### src/rtl/sar_pkg.sv
// Shared types and helpers for the successive-approximation search controller.
//   state_e    : controller FSM states
//   SAR_WIDTH  : default searched-value width
//   MSB_ONEHOT : first trial word for the default width
//   is_onehot3 : true when exactly one comparator flag is asserted
package sar_pkg;

   typedef enum logic [1:0] {
      IDLE  = 2'b00,
      PROBE = 2'b01,
      DONE  = 2'b10
   } state_e;

   localparam int unsigned SAR_WIDTH = 4;
   localparam logic [SAR_WIDTH-1:0] MSB_ONEHOT = 1 << (SAR_WIDTH - 1);

   function automatic logic is_onehot3(input logic eq, input logic lt, input logic gt);
      return ({eq, lt, gt} == 3'b100) || ({eq, lt, gt} == 3'b010) || ({eq, lt, gt} == 3'b001);
   endfunction

endpackage

### src/rtl/sar_search_controller.sv
// Successive-approximation search controller. Drives a trial word onto the B side
// of an external combinational magnitude comparator and resolves one bit per cycle,
// MSB first, stopping early on equality.
// Ports:
//   clk, rst              : clock, synchronous active-high reset
//   start                 : begin a search (accepted only when idle)
//   A_eq_B/A_lt_B/A_gt_B  : comparator flags for the current guess
//   guess                 : registered trial word (comparator B input)
//   busy                  : high while probing
//   done                  : one-cycle completion pulse
//   result, nprobe, error : found value, probe count, non-one-hot flag seen
module sar_search_controller
   import sar_pkg::*;
#(
   parameter int unsigned WIDTH = SAR_WIDTH,
   parameter int unsigned CNT_W = 3
) (
   input  logic             clk,
   input  logic             rst,
   input  logic             start,
   input  logic             A_eq_B,
   input  logic             A_lt_B,
   input  logic             A_gt_B,
   output logic [WIDTH-1:0] guess,
   output logic             busy,
   output logic             done,
   output logic [WIDTH-1:0] result,
   output logic [CNT_W-1:0] nprobe,
   output logic             error
);

   localparam int unsigned IDX_W = (WIDTH > 1) ? $clog2(WIDTH) : 1;
   localparam logic [WIDTH-1:0] ONE = {{(WIDTH-1){1'b0}}, 1'b1};
   localparam logic [WIDTH-1:0] MSB = ONE << (WIDTH - 1);
   localparam logic [IDX_W-1:0] IDX_TOP = IDX_W'(WIDTH - 1);

   state_e           state_q, state_d;
   logic [WIDTH-1:0] guess_q, guess_d;
   logic [WIDTH-1:0] acc_q, acc_d;
   logic [IDX_W-1:0] idx_q, idx_d;
   logic [WIDTH-1:0] result_q, result_d;
   logic [CNT_W-1:0] nprobe_q, nprobe_d;
   logic             error_q, error_d;
   logic [WIDTH-1:0] acc_new;

   always_ff @(posedge clk) begin
      if (rst) begin
         state_q  <= IDLE;
         guess_q  <= '0;
         acc_q    <= '0;
         idx_q    <= IDX_TOP;
         result_q <= '0;
         nprobe_q <= '0;
         error_q  <= 1'b0;
      end else begin
         state_q  <= state_d;
         guess_q  <= guess_d;
         acc_q    <= acc_d;
         idx_q    <= idx_d;
         result_q <= result_d;
         nprobe_q <= nprobe_d;
         error_q  <= error_d;
      end
   end

   always_comb begin
      state_d  = state_q;
      guess_d  = guess_q;
      acc_d    = acc_q;
      idx_d    = idx_q;
      result_d = result_q;
      nprobe_d = nprobe_q;
      error_d  = error_q;
      // gt keeps the trial bit, lt drops it; the trial word already carries acc.
      acc_new  = A_gt_B ? guess_q : acc_q;

      unique case (state_q)
         IDLE: begin
            if (start) begin
               state_d  = PROBE;
               guess_d  = MSB;
               acc_d    = '0;
               idx_d    = IDX_TOP;
               nprobe_d = '0;
               error_d  = 1'b0;
            end
         end
         PROBE: begin
            nprobe_d = nprobe_q + CNT_W'(1);
            if (!is_onehot3(A_eq_B, A_lt_B, A_gt_B)) begin
               error_d  = 1'b1;
               result_d = acc_q;
               state_d  = DONE;
            end else if (A_eq_B) begin
               result_d = guess_q;
               state_d  = DONE;
            end else begin
               acc_d = acc_new;
               if (idx_q == '0) begin
                  result_d = acc_new;
                  state_d  = DONE;
               end else begin
                  idx_d   = idx_q - IDX_W'(1);
                  guess_d = acc_new | (ONE << (idx_q - IDX_W'(1)));
               end
            end
         end
         DONE: begin
            state_d = IDLE;
         end
         default: begin
            state_d = IDLE;
         end
      endcase
   end

   assign guess  = guess_q;
   assign busy   = (state_q == PROBE);
   assign done   = (state_q == DONE);
   assign result = result_q;
   assign nprobe = nprobe_q;
   assign error  = error_q;

endmodule

### config.mk
export PLATFORM = sky130hd
export DESIGN_NAME = sar_search_controller
export DESIGN_NICKNAME = d
export VERILOG_FILES = /design/src/rtl/sar_pkg.sv /design/src/rtl/sar_search_controller.sv
export SDC_FILE = /design/constraint.sdc
export NUM_CORES = 1
export LEC_CHECK = 0
export CAP_MARGIN = 20
export CORE_UTILIZATION = 54
export DETAILED_ROUTE_END_ITERATION = 8
export PLACE_DENSITY_LB_ADDON = 0.3
export SKIP_CTS_REPAIR_TIMING = 1
export SLEW_MARGIN = 10
export SYNTH_ARGS = -nofsm -noshare
export SYNTH_HDL_FRONTEND = slang
export SYNTH_SLANG_ARGS = --single-unit
export TNS_END_PERCENT = 100
### constraint.sdc
create_clock -name clk -period 4.2 [get_ports clk]
set_clock_uncertainty 0.05 [all_clocks]
set_input_delay 0.84 -clock clk [delete_from_list [all_inputs] [get_ports clk]]
set_output_delay 0.84 -clock clk [all_outputs]
set_load 0.05 [all_outputs]
## Word level (Yosys, flattened, before mapping)

Cells that the tools add are included.

- Add/sub/neg operators: 2
- Equal/unequal tests: 12
- Shift operators: 1
- Multiplexer cells: 28
- Bitwise gates (word level): 1
- Reductions and logical operators: 11

Operators by type and width:

| kind | number |
|---|---|
| 2-to-1 mux 4 bit | 11 |
| 2-to-1 mux 2 bit | 8 |
| one-hot mux 4 bit (2 select lines) | 2 |
| != test 2 bit (second input constant) | 4 |
| one-hot mux 2 bit (2 select lines) | 2 |
| one-hot mux 3 bit (2 select lines) | 1 |
| AND reduction 2 bit | 3 |
| AND reduction 5 bit | 1 |
| zero test 2 bit | 2 |
| != test 4 x 3 -> 1 bit (second input constant) | 1 |
| bitwise OR 4 bit | 1 |
| AND reduction 4 bit | 1 |
| left shift 1 x 2 -> 4 bit (first input constant) | 1 |
| adder 3 x 1 -> 3 bit (second input constant) | 1 |
| == test 3 x 1 -> 1 bit (second input constant) | 1 |
| == test 3 x 2 -> 1 bit (second input constant) | 1 |
| == test 3 bit (second input constant) | 1 |
| 2-to-1 mux 3 bit | 1 |
| != test 3 x 2 -> 1 bit (second input constant) | 1 |
| AND reduction 3 bit | 1 |
| == test 2 x 1 -> 1 bit (second input constant) | 1 |
| == test 2 bit (second input constant) | 1 |
| logical OR 1 bit | 2 |
| 2-to-1 mux 1 bit | 2 |
| 4 further kinds | 4 |

- Register bits: 20
- Input bits: 6
- Output and inout bits: 14
- Logic and storage cells: 62

## Longest topological paths before layout

- Depth after elaboration: 7
- Depth in mapped cells: 6
- Mapped depth without buffers: 6

## Worst setup path before layout

OpenSTA, ideal clock, no wires.

- Path type: register to output
- From: register state_q[0]
- To: output done
- Arrival time: 1199 ps
- Required time: 3310 ps
- Path slack: 2111 ps
- Stages on the path, launching flop included: 3
- Buffers on the path: 1
- Cell sequence: dfxtp_1 clkbuf_1 nor2b_1

- Longest elaborated chain between the ends: 1

RTL lines:

| item | RTL line | source |
|---|---|---|
| start, declared | sar_search_controller.sv:37 | `state_e state_q, state_d;` |
| start signal, assigned | sar_search_controller.sv:56 | `state_q <= state_d;` |
| == test 2 bit | sar_search_controller.sv:119 | `assign done = (state_q == DONE);` |
| end, declared | sar_search_controller.sv:26 | `output logic done,` |

Every way passes these cells.

## Worst setup path in the final report

- From: register state_q[0]
- To: output busy

- Longest elaborated chain between the ends: 1

RTL lines:

| item | RTL line | source |
|---|---|---|
| == test 2 x 1 -> 1 bit | sar_search_controller.sv:118 | `assign busy = (state_q == PROBE);` |
| end, declared | sar_search_controller.sv:25 | `output logic busy,` |

Every way passes these cells.

==> key figures <==
Status
  – Status: finished clean

Critical path
  – CP bufs+invs: 2
  – RR Endpoint: guess[0]$_SDFFE_PP0P_
  – Critical path's top delay family: buffers and inverters
  – Reg2Reg Setup Slack: 2.30 ns
  – Crit path cell chain: nand2b_1 > inv_2 > clkdlybuf4s50_1
  – Reg2reg start: idx_q[0]$_SDFFE_PP1P_
  – Data required, critical path: roughly 3.3 ns
  – R2R depth: 6
  – Slowest cell delay on critical path: 0.82 ns
  – Startpoint types: flop
  – CP endpoint kind: output pin
  – CP arrival: 2.06 ns
  – CP Max Fanout: 12
  – Setup CP Type: reg2out
  – Slowest cell on crit path: clkdlybuf4s50_1

Worst hold path
  – Worst hold start: acc_q[1]$_SDFFE_PP0P_
  – WHS Path Cells: 2
  – Hold Path End: acc_q[1]$_SDFFE_PP0P_
  – HP Class: reg2reg

Detailed routing
  – DR vias: roughly 890
  – Routed WL: 2314 um
  – Residual DRC: 0
  – DR vias/cell: roughly 5.7
  – Iteration-0 DRC Markers: 18
  – DR WL/cell: 14.83 um
  – DR pass1 iterations: 4
  – ANT nets after route: 0

Global route
  – First-pass GRT wire length: 3601 um
  – Vias in the first global route: 786
  – GRT Total Usage: 24.18%
  – Initial antenna violation count: 0
  – Largest net degree at the start of global routing: 16
  – Grt ovf: 0

Floorplanning
  – Core Region: 1764 um^2
  – Row cnt: 15
  – Initial Util: 59.15%
  – I/O pin count: 20
  – Die width: 45.96 um
  – Die area: 2112 um^2
  – Die Y: 45.96 um

Synth
  – Most area-consuming cells after synthesis: dfxtp_1 38%, ha_1 7.2%, a21oi_1 5.8%
  – Seq cells post-synth: 20
  – Post-synth top area share: approximately two fifths
  – Sequential fraction of the synthesis area: a little under two fifths
  – Gate Count Post-Synth: roughly 110
  – Synthesized Nets: 124
  – Mapped Avg Cell Area: 9.317 um^2
  – Cell variety after synth: 33
  – Warnings from Yosys: 0
  – Largest area contributor in the netlist: dfxtp_1
  – Mapped Area: 1044 um^2

Timing
  – Final Hold Fails: 0
  – Final min period: 2.954 ns
  – TNS Setup: 0 ns
  – Peak Freq: around 340 MHz
  – Slew HR: about 58%
  – Worst Tran Pin Value: 0.6290 ns
  – Max Transition Viols Final: 0
  – # setup viols final: 0
  – RSZ-0062 raised after global routing: false
  – Period utilization: 70.32%

CTS
  – CTS tree: done
  – H-tree levels: 1
  – CTS max path bufs: 2
  – Clk sinks: 20
  – Root buffer cell: clkbuf_4
  – Worst-path clk slew: 0.11 ns
  – CTS buffer count: 3
  – Clock latency on the worst-skew pair: 0.29 ns

Run
  – Maximum Capacitance Violations: 0

Power
  – Leakage power total: 0.4646 nW
  – Pwr dens: 298.6 nW/um^2
  – Worst vdd ir: 0.2499 mV

Layout
  – Finished Core Util: approximately 72%
  – Commonest non-fill, non-tap cell in the layout: dfxtp_1
  – Share of cells above drive strength 1: 9.924%
  – Area grow syn2layout: 21.94%
  – Final instance area: 1272 um^2
  – Antenna Cells: 0
  – Most frequent cells in the layout: 20 x dfxtp_1, 19 x clkdlybuf4s50_1, 12 x a21oi_1
  – Final nets: about 150

Placed design
  – Routability cong.: just over 0.8
  – I/O Buffers: 19
  – Detailed Place HPWL: 1712 um
  – Placed cell area: 1250 um^2
final cells by class:
type	instances	area, um^2
multi-input combinational	85	613.1
fill	147	491.7
sequential	20	400.4
timing repair buffer	19	190.2
tap	25	31.28
clock buffer	3	22.52
inverter	4	15.01
synthesized netlist by cell type:
master and instances:
a22oi_1 3, nor3b_1 1, ha_1 6, nor2_2 1
a21o_1 1, xor2_2 1, nor4b_1 1, nand2_1 10
o21bai_1 1, nand2b_1 2, nand4_1 1, nand3_4 1
a211oi_1 4, mux2i_1 4, clkbuf_1 2, or3b_1 1
buf_4 1, nand3_1 1, o21ai_0 6, nor2_1 11
a2111oi_4 1, xor2_1 1, a2111oi_2 2, and2_1 1
a21oi_1 12, a31oi_1 1, mux2_2 3, xnor2_1 1
dfxtp_1 20, inv_2 1, inv_1 3, a32oi_1 3
nor2b_1 4
worst max path at each step:
stage                                        to               startpoint  cells after the start
after global placement    guess[3]$_SDFFE_PP0P_                   A_gt_B                      5
after global routing                       busy  state_q[0]$_SDFFE_PP0P_                      3
final                                      busy  state_q[0]$_SDFFE_PP0P_                      3
after floorplan                            done  state_q[0]$_SDFFE_PP0P_                      2
after detailed placement  guess[0]$_SDFFE_PP0P_                   A_gt_B                      5
after CTS                                  busy  state_q[0]$_SDFFE_PP0P_                      3
tightest hold or removal path, delay by kind of cell (launching register included):
family | cells | cell delay (ns)
DFF | 1 | 0.36
AOI/OAI and AO/OA | 1 | 0.05
and+or+nand+nor | 1 | 0.07
stage by stage:
| stage | power [mW] | cells | setup WS, ns | hold slack (ns) |
|---|---|---|---|---|
| final | 0.3799 | 156 | 1.246 | 0.4619 |
| after CTS | 0.3795 | 156 | 1.267 | 0.4587 |
| after global placement | 0.2939 | 153 | 1.417 | 0.4255 |
| after detailed placement | 0.2957 | 153 | 1.394 | 0.4438 |
| after floorplan | 0.2666 | 112 | 2.111 | 0.4030 |
| after global routing | 0.3953 | 156 | 1.106 | 0.4726 |
power breakdown:
group | leakage (nW) | internal, mW | switching (mW) | total (mW)
sequential | 0.163 | 0.197 | 0.00891 | 0.206
combinational | 0.288 | 0.0295 | 0.0563 | 0.0858
clock | 0.0138 | 0.0333 | 0.0545 | 0.0879
total | 0.465 | 0.260 | 0.120 | 0.380
logic make-up after synthesis:
family / after synthesis / share of synthesized area [%]
buffers and inverters: 7 / 2.878
DFF: 20 / 38.37
xor gates and xnor gates: 3 / 3.238
adders and majority gates: 6 / 7.194
and+or+nand+nor: 35 / 17.51
muxes: 7 / 7.074
AOI/OAI and AO/OA: 34 / 23.74
per-layer routing:
metal | wire length [um] | global-route usage, % | share of wire, %
met1 | 1067 | 32.77 | 46
met2 | 1141 | 39.44 | 49
met3 | 82 | 3.571 | 3.5
met4 | 23 | 7.059 | 0.99
met5 | 0 | 0 | 0
sequential cells by signal, indices dropped and copies added, names as in the netlist:
signal	flops
idx_q	2
acc_q	4
state_q	2
result	4
guess	4
nprobe	3
error	1
Power figures use the tool's default switching activity.
